$ cat src/rtl/adc_sample_buffer_pkg.sv
// Shared definitions for the ADC sample buffer: receiver state codes, sample width
// and a saturating-increment helper used by the statistics counters.
package adc_sample_buffer_pkg;

  localparam int SAMPLE_W = 8;

  typedef enum logic [2:0] {
    ST_ESPERA = 3'b000,
    ST_FIN    = 3'b100,
    ST_SYNC   = 3'b110,
    ST_ERR    = 3'b111
  } rx_state_e;

  function automatic logic [7:0] sat_inc(input logic [7:0] v);
    return (v == 8'hFF) ? v : v + 8'd1;
  endfunction

endpackage

$ cat src/rtl/adc_sample_buffer_if.sv
// Receiver-facing sample inputs plus the consumer valid/ready read port.
interface adc_sample_buffer_if;
  import adc_sample_buffer_pkg::*;

  logic [SAMPLE_W-1:0] rx_byte;
  logic [2:0]          rx_state;
  logic                rd_valid;
  logic                rd_ready;
  logic [SAMPLE_W-1:0] rd_data;

  modport slave  (input rx_byte, rx_state, rd_ready, output rd_valid, rd_data);
  modport master (output rx_byte, rx_state, rd_ready, input rd_valid, rd_data);

endinterface

$ cat src/rtl/adc_sample_buffer_fifo.sv
// First-word-fall-through synchronous FIFO with wrap-bit pointers; reused by the
// channel-mux stages, so it knows nothing about samples or statistics.
module sync_fifo_fwft #(
  parameter int WIDTH      = 8,
  parameter int DEPTH_LOG2 = 4
) (
  input  logic                  clk,
  input  logic                  reset,
  input  logic                  push,
  input  logic                  pop,
  input  logic [WIDTH-1:0]      din,
  output logic [WIDTH-1:0]      dout,
  output logic                  full,
  output logic                  empty,
  output logic [DEPTH_LOG2:0]   level
);

  localparam int DEPTH = 2 ** DEPTH_LOG2;

  logic [WIDTH-1:0]    mem [DEPTH];
  logic [DEPTH_LOG2:0] wr_ptr;
  logic [DEPTH_LOG2:0] rd_ptr;
  logic                do_push;
  logic                do_pop;

  assign empty = (wr_ptr == rd_ptr);
  assign full  = (wr_ptr[DEPTH_LOG2] != rd_ptr[DEPTH_LOG2]) &&
                 (wr_ptr[DEPTH_LOG2-1:0] == rd_ptr[DEPTH_LOG2-1:0]);
  assign do_pop  = pop & ~empty;
  // A pop frees the slot being written, so a full FIFO can still accept.
  assign do_push = push & (~full | do_pop);
  assign dout    = mem[rd_ptr[DEPTH_LOG2-1:0]];

  always_ff @(posedge clk) begin
    if (reset) begin
      wr_ptr <= '0;
      rd_ptr <= '0;
      level  <= '0;
      for (int i = 0; i < DEPTH; i++) mem[i] <= '0;
    end else begin
      if (do_push) begin
        mem[wr_ptr[DEPTH_LOG2-1:0]] <= din;
        wr_ptr <= wr_ptr + 1'b1;
      end
      if (do_pop) rd_ptr <= rd_ptr + 1'b1;
      case ({do_push, do_pop})
        2'b10:   level <= level + 1'b1;
        2'b01:   level <= level - 1'b1;
        default: level <= level;
      endcase
    end
  end

endmodule

$ cat src/rtl/adc_sample_buffer.sv
// Buffers completed ADC UART receptions into a FIFO for the consumer, counts frame
// errors and dropped samples, and flags link loss when samples stop arriving.
module adc_sample_buffer
  import adc_sample_buffer_pkg::*;
#(
  parameter int DEPTH_LOG2     = 4,
  parameter int TIMEOUT_CYCLES = 10000,
  parameter int TMR_W          = 14
) (
  input  logic                  clk,
  input  logic                  reset,
  adc_sample_buffer_if.slave    bus,
  input  logic                  clr_stats,
  output logic [DEPTH_LOG2:0]   fifo_level,
  output logic [7:0]            err_cnt,
  output logic [7:0]            ovf_cnt,
  output logic                  link_alive
);

  localparam logic [TMR_W-1:0] TMR_MAX = TMR_W'(TIMEOUT_CYCLES);
  localparam logic [TMR_W-1:0] TMR_EXP = TMR_W'(TIMEOUT_CYCLES - 1);

  logic             done_q;
  logic             done_q2;
  logic             err_q;
  logic             push;
  logic             pop;
  logic             full;
  logic             empty;
  logic             err_ev;
  logic             ovf_ev;
  logic [TMR_W-1:0] tmr;

  // The delay through done_q gives the receiver a cycle to settle rx_byte.
  assign push          = done_q & ~done_q2;
  assign err_ev        = (bus.rx_state == ST_ERR) & ~err_q;
  assign bus.rd_valid  = ~empty;
  assign pop           = bus.rd_valid & bus.rd_ready;
  assign ovf_ev        = push & full & ~pop;

  sync_fifo_fwft #(
    .WIDTH      (SAMPLE_W),
    .DEPTH_LOG2 (DEPTH_LOG2)
  ) fifo (
    .clk   (clk),
    .reset (reset),
    .push  (push),
    .pop   (pop),
    .din   (bus.rx_byte),
    .dout  (bus.rd_data),
    .full  (full),
    .empty (empty),
    .level (fifo_level)
  );

  always_ff @(posedge clk) begin
    if (reset) begin
      done_q  <= 1'b0;
      done_q2 <= 1'b0;
      err_q   <= 1'b0;
    end else begin
      done_q  <= (bus.rx_state == ST_FIN);
      done_q2 <= done_q;
      err_q   <= (bus.rx_state == ST_ERR);
    end
  end

  // Clear beats a coincident event; that event is intentionally lost.
  always_ff @(posedge clk) begin
    if (reset || clr_stats) begin
      err_cnt <= '0;
      ovf_cnt <= '0;
    end else begin
      if (err_ev) err_cnt <= sat_inc(err_cnt);
      if (ovf_ev) ovf_cnt <= sat_inc(ovf_cnt);
    end
  end

  always_ff @(posedge clk) begin
    if (reset) begin
      tmr        <= '0;
      link_alive <= 1'b0;
    end else if (push) begin
      tmr        <= '0;
      link_alive <= 1'b1;
    end else begin
      if (tmr != TMR_MAX) tmr <= tmr + 1'b1;
      if (tmr == TMR_EXP) link_alive <= 1'b0;
    end
  end

endmodule
$ cat src/flat_wrapper.sv
// flat-port wrapper written by rule: the top's interface ports become plain ports
module adc_sample_buffer_flat import adc_sample_buffer_pkg::*;
#(
  parameter int DEPTH_LOG2     = 4,
  parameter int TIMEOUT_CYCLES = 10000,
  parameter int TMR_W          = 14
)
  (clk, reset, clr_stats, fifo_level, err_cnt, ovf_cnt, link_alive, bus_rx_byte, bus_rx_state, bus_rd_ready, bus_rd_valid, bus_rd_data);
  adc_sample_buffer_if bus_i ();
  input  logic clk;
  input  logic reset;
  input  logic clr_stats;
  output logic [DEPTH_LOG2:0] fifo_level;
  output logic [7:0] err_cnt;
  output logic [7:0] ovf_cnt;
  output logic link_alive;
  input wire logic [$bits(bus_i.rx_byte)-1:0] bus_rx_byte;
  input wire logic [$bits(bus_i.rx_state)-1:0] bus_rx_state;
  input wire logic [$bits(bus_i.rd_ready)-1:0] bus_rd_ready;
  output wire logic [$bits(bus_i.rd_valid)-1:0] bus_rd_valid;
  output wire logic [$bits(bus_i.rd_data)-1:0] bus_rd_data;
  assign bus_i.rx_byte = bus_rx_byte;
  assign bus_i.rx_state = bus_rx_state;
  assign bus_i.rd_ready = bus_rd_ready;
  assign bus_rd_valid = bus_i.rd_valid;
  assign bus_rd_data = bus_i.rd_data;
  adc_sample_buffer #(.DEPTH_LOG2(DEPTH_LOG2), .TIMEOUT_CYCLES(TIMEOUT_CYCLES), .TMR_W(TMR_W)) u_core (.clk(clk), .reset(reset), .bus(bus_i), .clr_stats(clr_stats), .fifo_level(fifo_level), .err_cnt(err_cnt), .ovf_cnt(ovf_cnt), .link_alive(link_alive));
endmodule
$ cat config.mk
export PLATFORM = sky130hd
export DESIGN_NAME = adc_sample_buffer_flat
export DESIGN_NICKNAME = d
export VERILOG_FILES = /design/src/rtl/adc_sample_buffer_pkg.sv /design/src/rtl/adc_sample_buffer_if.sv /design/src/rtl/adc_sample_buffer_fifo.sv /design/src/rtl/adc_sample_buffer.sv /design/src/flat_wrapper.sv
export SDC_FILE = /design/constraint.sdc
export NUM_CORES = 1
export LEC_CHECK = 0
export ABC_AREA = 1
export BUFFER_PORTS_ARGS = -buffer_cell sky130_fd_sc_hd__buf_4
export CAP_MARGIN = 5
export CORE_MARGIN = 10
export CORE_UTILIZATION = 50
export CTS_CLUSTER_SIZE = 28
export DETAILED_ROUTE_END_ITERATION = 6
export HOLD_SLACK_MARGIN = 0.05
export PLACE_DENSITY = 0.67
export SLEW_MARGIN = 10
export SYNTH_ARGS = -nofsm -noshare
export SYNTH_HDL_FRONTEND = slang
export SYNTH_SLANG_ARGS = --single-unit
$ cat constraint.sdc
create_clock -name clk -period 3 [get_ports clk]
set_input_delay 0.6 -clock clk [delete_from_list [all_inputs] [get_ports clk]]
set_output_delay 0.6 -clock clk [all_outputs]
set_load 0.01 [all_outputs]
Yosys cells after proc, flatten, opt, wreduce, memory -nomap -nowiden
Memory sizes are Yosys's and may differ from the RTL's. A register that Yosys moved wholly into a read port is not among the register bits.
Index checks and enable logic that the tools add are counted.
W data, S select, Z words.
{"block": "classes", "n_eq_ne": 11, "bitwise": 15, "addsub": 7, "mux": 13, "reduce_logical": 8}
{"op": "$add A8 B1 Y8 const B", "count": 2}
{"op": "$eq A8 B8 Y1 const B", "count": 2}
{"op": "$add A5 B1 Y5 const B", "count": 3}
{"op": "$add A14 B1 Y14 const B", "count": 1}
{"op": "$eq A14 B14 Y1 const B", "count": 1}
{"op": "$ne A14 B14 Y1 const B", "count": 1}
{"op": "$mux W4", "count": 3}
{"op": "$pmux W5 S2", "count": 1}
{"op": "$mux W1", "count": 8}
{"op": "$mux W8", "count": 1}
{"op": "$reduce_or A8 Y1", "count": 1}
{"op": "$and A1 B1 Y1", "count": 7}
{"op": "$not A1 Y1", "count": 7}
{"op": "$eq A3 B3 Y1 const B", "count": 2}
{"op": "$eq A5 B5 Y1", "count": 1}
{"op": "$sub A5 B1 Y5 const B", "count": 1}
{"op": "$eq A4 B4 Y1", "count": 1}
{"op": "$reduce_and A2 Y1", "count": 2}
{"op": "$reduce_bool A2 Y1", "count": 2}
{"op": "$eq A2 B1 Y1 const B", "count": 1}
{"op": "$eq A2 B2 Y1 const B", "count": 1}
{"op": "$reduce_or A2 Y1", "count": 1}
{"op": "$logic_and A1 B1 Y1", "count": 1}
{"op": "$logic_or A1 B1 Y1", "count": 1}
{"op": "2 further kinds", "count": 2}
{"block": "word_totals", "ramBits": 128, "in_bits": 15, "n_memories": 1, "output_inout_bits": 31, "ff_bits": 49}
{"name": "u_core.fifo.mem", "depth": 16, "width": 8, "read_ports": 1, "rd_ports_with_merged_regs": 1, "write_ports": 16, "line": "adc_sample_buffer_fifo.sv:20", "source": "logic [WIDTH-1:0] mem [DEPTH];"}

Longest topological paths before layout
{"block": "depth", "depth_word": 11, "depth_mapped": 18}

Modules after synthesis
Synthesis repeated with hierarchy kept, for this count alone.
{"block": "hier_totals", "hier_cells": 926, "area_unflattened_um2": 8802.2}
{"module": "sync_fifo_fwft", "cells_each": 658, "instances": 1, "area_each_um2": 7011.7}
{"module": "adc_sample_buffer", "cells_each": 268, "instances": 1, "area_each_um2": 1790.5}

Least setup slack after synthesis
No wires, ideal clock.
{"block": "synth_path", "kind": "reg2out", "from": "register (tool-made name)", "to": "output port bus_rd_data[3]", "t_arrival_ps": 1468, "stages_incl_launch_ff": 8, "required_ps": 2400, "path_slack_ps": 932, "cell_sequence": "dfxtp_1 > clkbuf_1 > buf_2 > buf_2 > mux2i_1 > o211ai_1 > o211ai_1 > nand2_1"}
{"item": "to (decl)", "line": "flat_wrapper.sv:21", "source": "output wire logic [$bits(bus_i.rd_data)-1:0] bus_rd_data;"}

==> flow_metrics.py <==
metrics = {
    "final_layout": {
        "area_growth_pct": 13.4,
        "num-fill-cells": 1458,
        "diodes": 0,
        "final_util_pct": 58.1,
        "final_nets": 941,
        "seqCellArea_um2": 4910,
        "fin_cells": 1149,
        "drive_gt1_share_pct": 14.5,
        "multi_input_comb_area_um2": 3070,
        "final_area_um2": 9670,
    },
    "grt": {
        "grt_usage_pct": 17.9,
        "antenna_found_initial": 0,
        "grt_max_degree": 52,
        "grt_pass1_vias": 5877,
        "grt_pass1_wl_mm": 31.3,
        "grt_overflow": 0,
    },
    "floorplan": {
        "ios": 46,
        "rows": 47,
        "core_area_um2": 16600,
        "die_w_um": 151,
        "initial_core_util_pct": 51.2,
        "die_h_um": 151,
        "die-area_um2": 22700,
    },
    "synthesis": {
        "ys_seq_area_share_pct": 57.5,
        "dominantRegCellSynth": "edfxtp_1",
        "async_reset_ff_share_pct": 0,
        "synth_warnings": 0,
        "ys_ff_latch": 181,
        "synth-edff-count": 128,
        "netlist_area_um2": 8530,
        "synth_cell_types": 42,
        "syn-num-nets": 905,
        "syn_inst": 880,
        "synth_area_per_cell_um2": 9.69,
    },
    "sta": {
        "fin_setup_tns_ns": 0,
        "worstMarginPinSlew_ns": 0.864,
        "fin_crit_sh_pct": 93.7,
        "period_needed_ns": 2.81,
        "rsz0062_at_grt": "false",
        "hold_viol_final": 0,
        "fmax_ghz": 0.356,
        "setup_viol": 0,
        "fin_skew_ns": 0.0152,
        "max_slew_margin_pct": 42.3,
        "finalMaxSlewViolations": 0,
    },
    "worst_hold_path": {
        "min-delay-path-class": "input pin to flop",
        "min_path_cells": 2,
        "hold_start": "bus_rx_state[1]",
        "min_to": "u_core.done_q",
    },
    "drt": {
        "num_vias": 6140,
        "routedWlPerCell_um": 17.2,
        "detail-route-antenna-nets": 0,
        "totalWireLength_mm": 19.7,
        "avgViaCountPerCell": 5.34,
        "drtIter0Drc": 474,
        "first_pass_iters": 5,
        "post-route-drc-count": 0,
    },
    "clock_network": {
        "cts-resized-gates": 0,
        "postCtsSetupBuffers": 0,
        "cts_sinks": 181,
        "cts_root_buf": "clkbuf_16",
        "clkLatencyLatePin_ns": 0.44,
        "cts_buffers": 17,
        "htreeDepth": 4,
        "clk_pin_slew_ns": 0.06,
        "clockBufferDepth": 2,
        "cts_tree": "done",
        "hold_buffers": 0,
    },
    "power_and_ir_drop": {
        "peakVddDrop_mv": 0.494,
        "leakage_uw": 0.00393,
        "pwr-share-seq_pct": 48.9,
        "p_sw_uw": 1440,
        "swShare_pct": 24.8,
        "pwr-share-comb_pct": 12.4,
        "clockPowerShare_pct": 38.7,
        "internal_power_uw": 4360,
        "power_per_cell_area_nw_per_um2": 600,
    },
    "critical_path": {
        "path_max_fanout": 51,
        "required_ns": 2.40,
        "r2r_slack_ns": 0.53,
        "reg2reg_to": "u_core.fifo.mem[7][4]",
        "setup.worst_path.end_class": "primary output",
        "ff2ff_path_depth": 13,
        "critPathKind": "flop to primary output",
        "start_kind": "flop",
        "r2r_start": "u_core.fifo.rd_ptr[0]",
        "crit_arrival_ns": 2.21,
    },
    "place": {
        "place_inst": 1117,
        "gp_congestion": 0.874,
        "port_buffers": 45,
        "placed_cell_area_um2": 9070,
        "hpwl_mm": 13.5,
    },
    "flow_run": {
        "cap_violations": 0,
    },
    "outcome": {
        "status": "finished clean",
    },
}
## critical path, cell delays in order, from the launching register on
cell and delay (ns):
dfxtp_4 0.72, a21oi_1 0.15, o21ai_0 0.14, o21ai_0 0.14, o211ai_1 0.31, nand2_1 0.13
buf_4 0.16
## metrics by stage
stage                     total power, µW  hold WS, ns  setup WS (ns)
after floorplan                      3340        0.411          0.932
after global placement               3600        0.422          0.591
after detailed placement             3610        0.427          0.537
after CTS                            5840        0.327          0.146
final                                5800        0.339          0.189
after global routing                 6020        0.332         0.0348
## metal layers
| layer | wire [µm] | global-route usage (%) |
|---|---|---|
| met3 | 1290 | 4.80 |
| met4 | 226 | 5.39 |
| met5 | 0 | 0 |
| met1 | 9070 | 23.8 |
| met2 | 9130 | 28.0 |
## power by group through the flow
stage / logic (µW) / clock network (µW) / registers [µW]
floorplan: 499 / 0 / 2840
global placement: 710 / 0 / 2890
detailed placement: 715 / 0 / 2890
CTS: 719 / 2280 / 2840
global route: 793 / 2380 / 2850
finish: 718 / 2240 / 2840
## sequential cells by signal, summed over array words and instances, names as in the netlist, named ones only
name / count
u_core.fifo.mem: 128
u_core.err_q: 1
u_core.ovf_cnt: 8
u_core.tmr: 14
u_core.fifo.wr_ptr: 5
u_core.link_alive: 1
u_core.fifo.level: 5
u_core.done_q: 1
u_core.fifo.rd_ptr: 5
u_core.done_q2: 1
u_core.err_cnt: 8
## synth_stat cells, drive strengths merged, types with 12 or more instances
library cell,n,share of area (%)
o21ai,67,4.0
nand2,113,6.5
mux2i,32,3.8
nor2,164,8.3
inv,102,4.5
nor3,12,0.76
o211ai,33,2.9
edfxtp,128,45
clkbuf,28,1.2
dfxtp,53,12
nand3,29,1.8
a21oi,70,4.1
## area by class of cell
type                       count  share of cell area, %
sequential                   181                   50.8
multi-input combinational    558                   31.8
clock buffer                  22                   5.14
timing repair buffer          54                   4.32
inverter                     104                   4.08
tap                          220                   2.85
clock inverter                10                   1.07
## layout by cell type, fill, tap and decap left out, types with 2 or more instances in the layout
| master | count |
|---|---|
| a21oi_1 | 70 |
| buf_4 | 53 |
| bufinv_16 | 2 |
| clkbuf_1 | 2 |
| clkbuf_16 | 19 |
| clkinv_2 | 5 |
| dfxtp_1 | 52 |
| edfxtp_1 | 128 |
| ha_1 | 10 |
| inv_1 | 98 |
| inv_2 | 5 |
| mux2i_1 | 32 |
| nand2_1 | 91 |
| nand2_2 | 7 |
| nand2_4 | 15 |
| nand3_1 | 27 |
| nand3_2 | 2 |
| nand3b_1 | 2 |
| nand4_1 | 10 |
| nor2_1 | 149 |
| nor2_2 | 10 |
| nor2_4 | 2 |
| nor2_8 | 3 |
| nor3_1 | 11 |
| nor4_1 | 2 |
| o211ai_1 | 33 |
| o21a_1 | 3 |
| o21ai_0 | 64 |
| o21ai_1 | 2 |
| xnor2_1 | 3 |
## cell families (layout without fill, tap and decap cells)
family / count (synthesis) / after routing / share of synthesized area [%]
AND/OR/NAND/NOR: 335 / 335 / 18.7
XOR/XNOR: 4 / 4 / 0.411
AO/OA/AOI/OAI: 177 / 177 / 11.7
flip-flops: 181 / 181 / 57.5
buffers and inverters: 141 / 190 / 6.41
multiplexers: 32 / 32 / 3.76
adder cells (fa/ha/maj): 10 / 10 / 1.47
## worst max-delay path by stage
stage,startpoint,end,depth (start not counted)
after CTS,flop,bus_rd_data[3],6
after floorplan,flop,bus_rd_data[3],7
after global placement,u_core.fifo.wr_ptr[0],u_core.fifo.mem[7][4],13
final,flop,bus_rd_data[3],6
after global routing,flop,bus_rd_data[3],6
after detailed placement,u_core.fifo.wr_ptr[0],u_core.fifo.mem[7][4],13
Power figures use the tool's default switching activity.
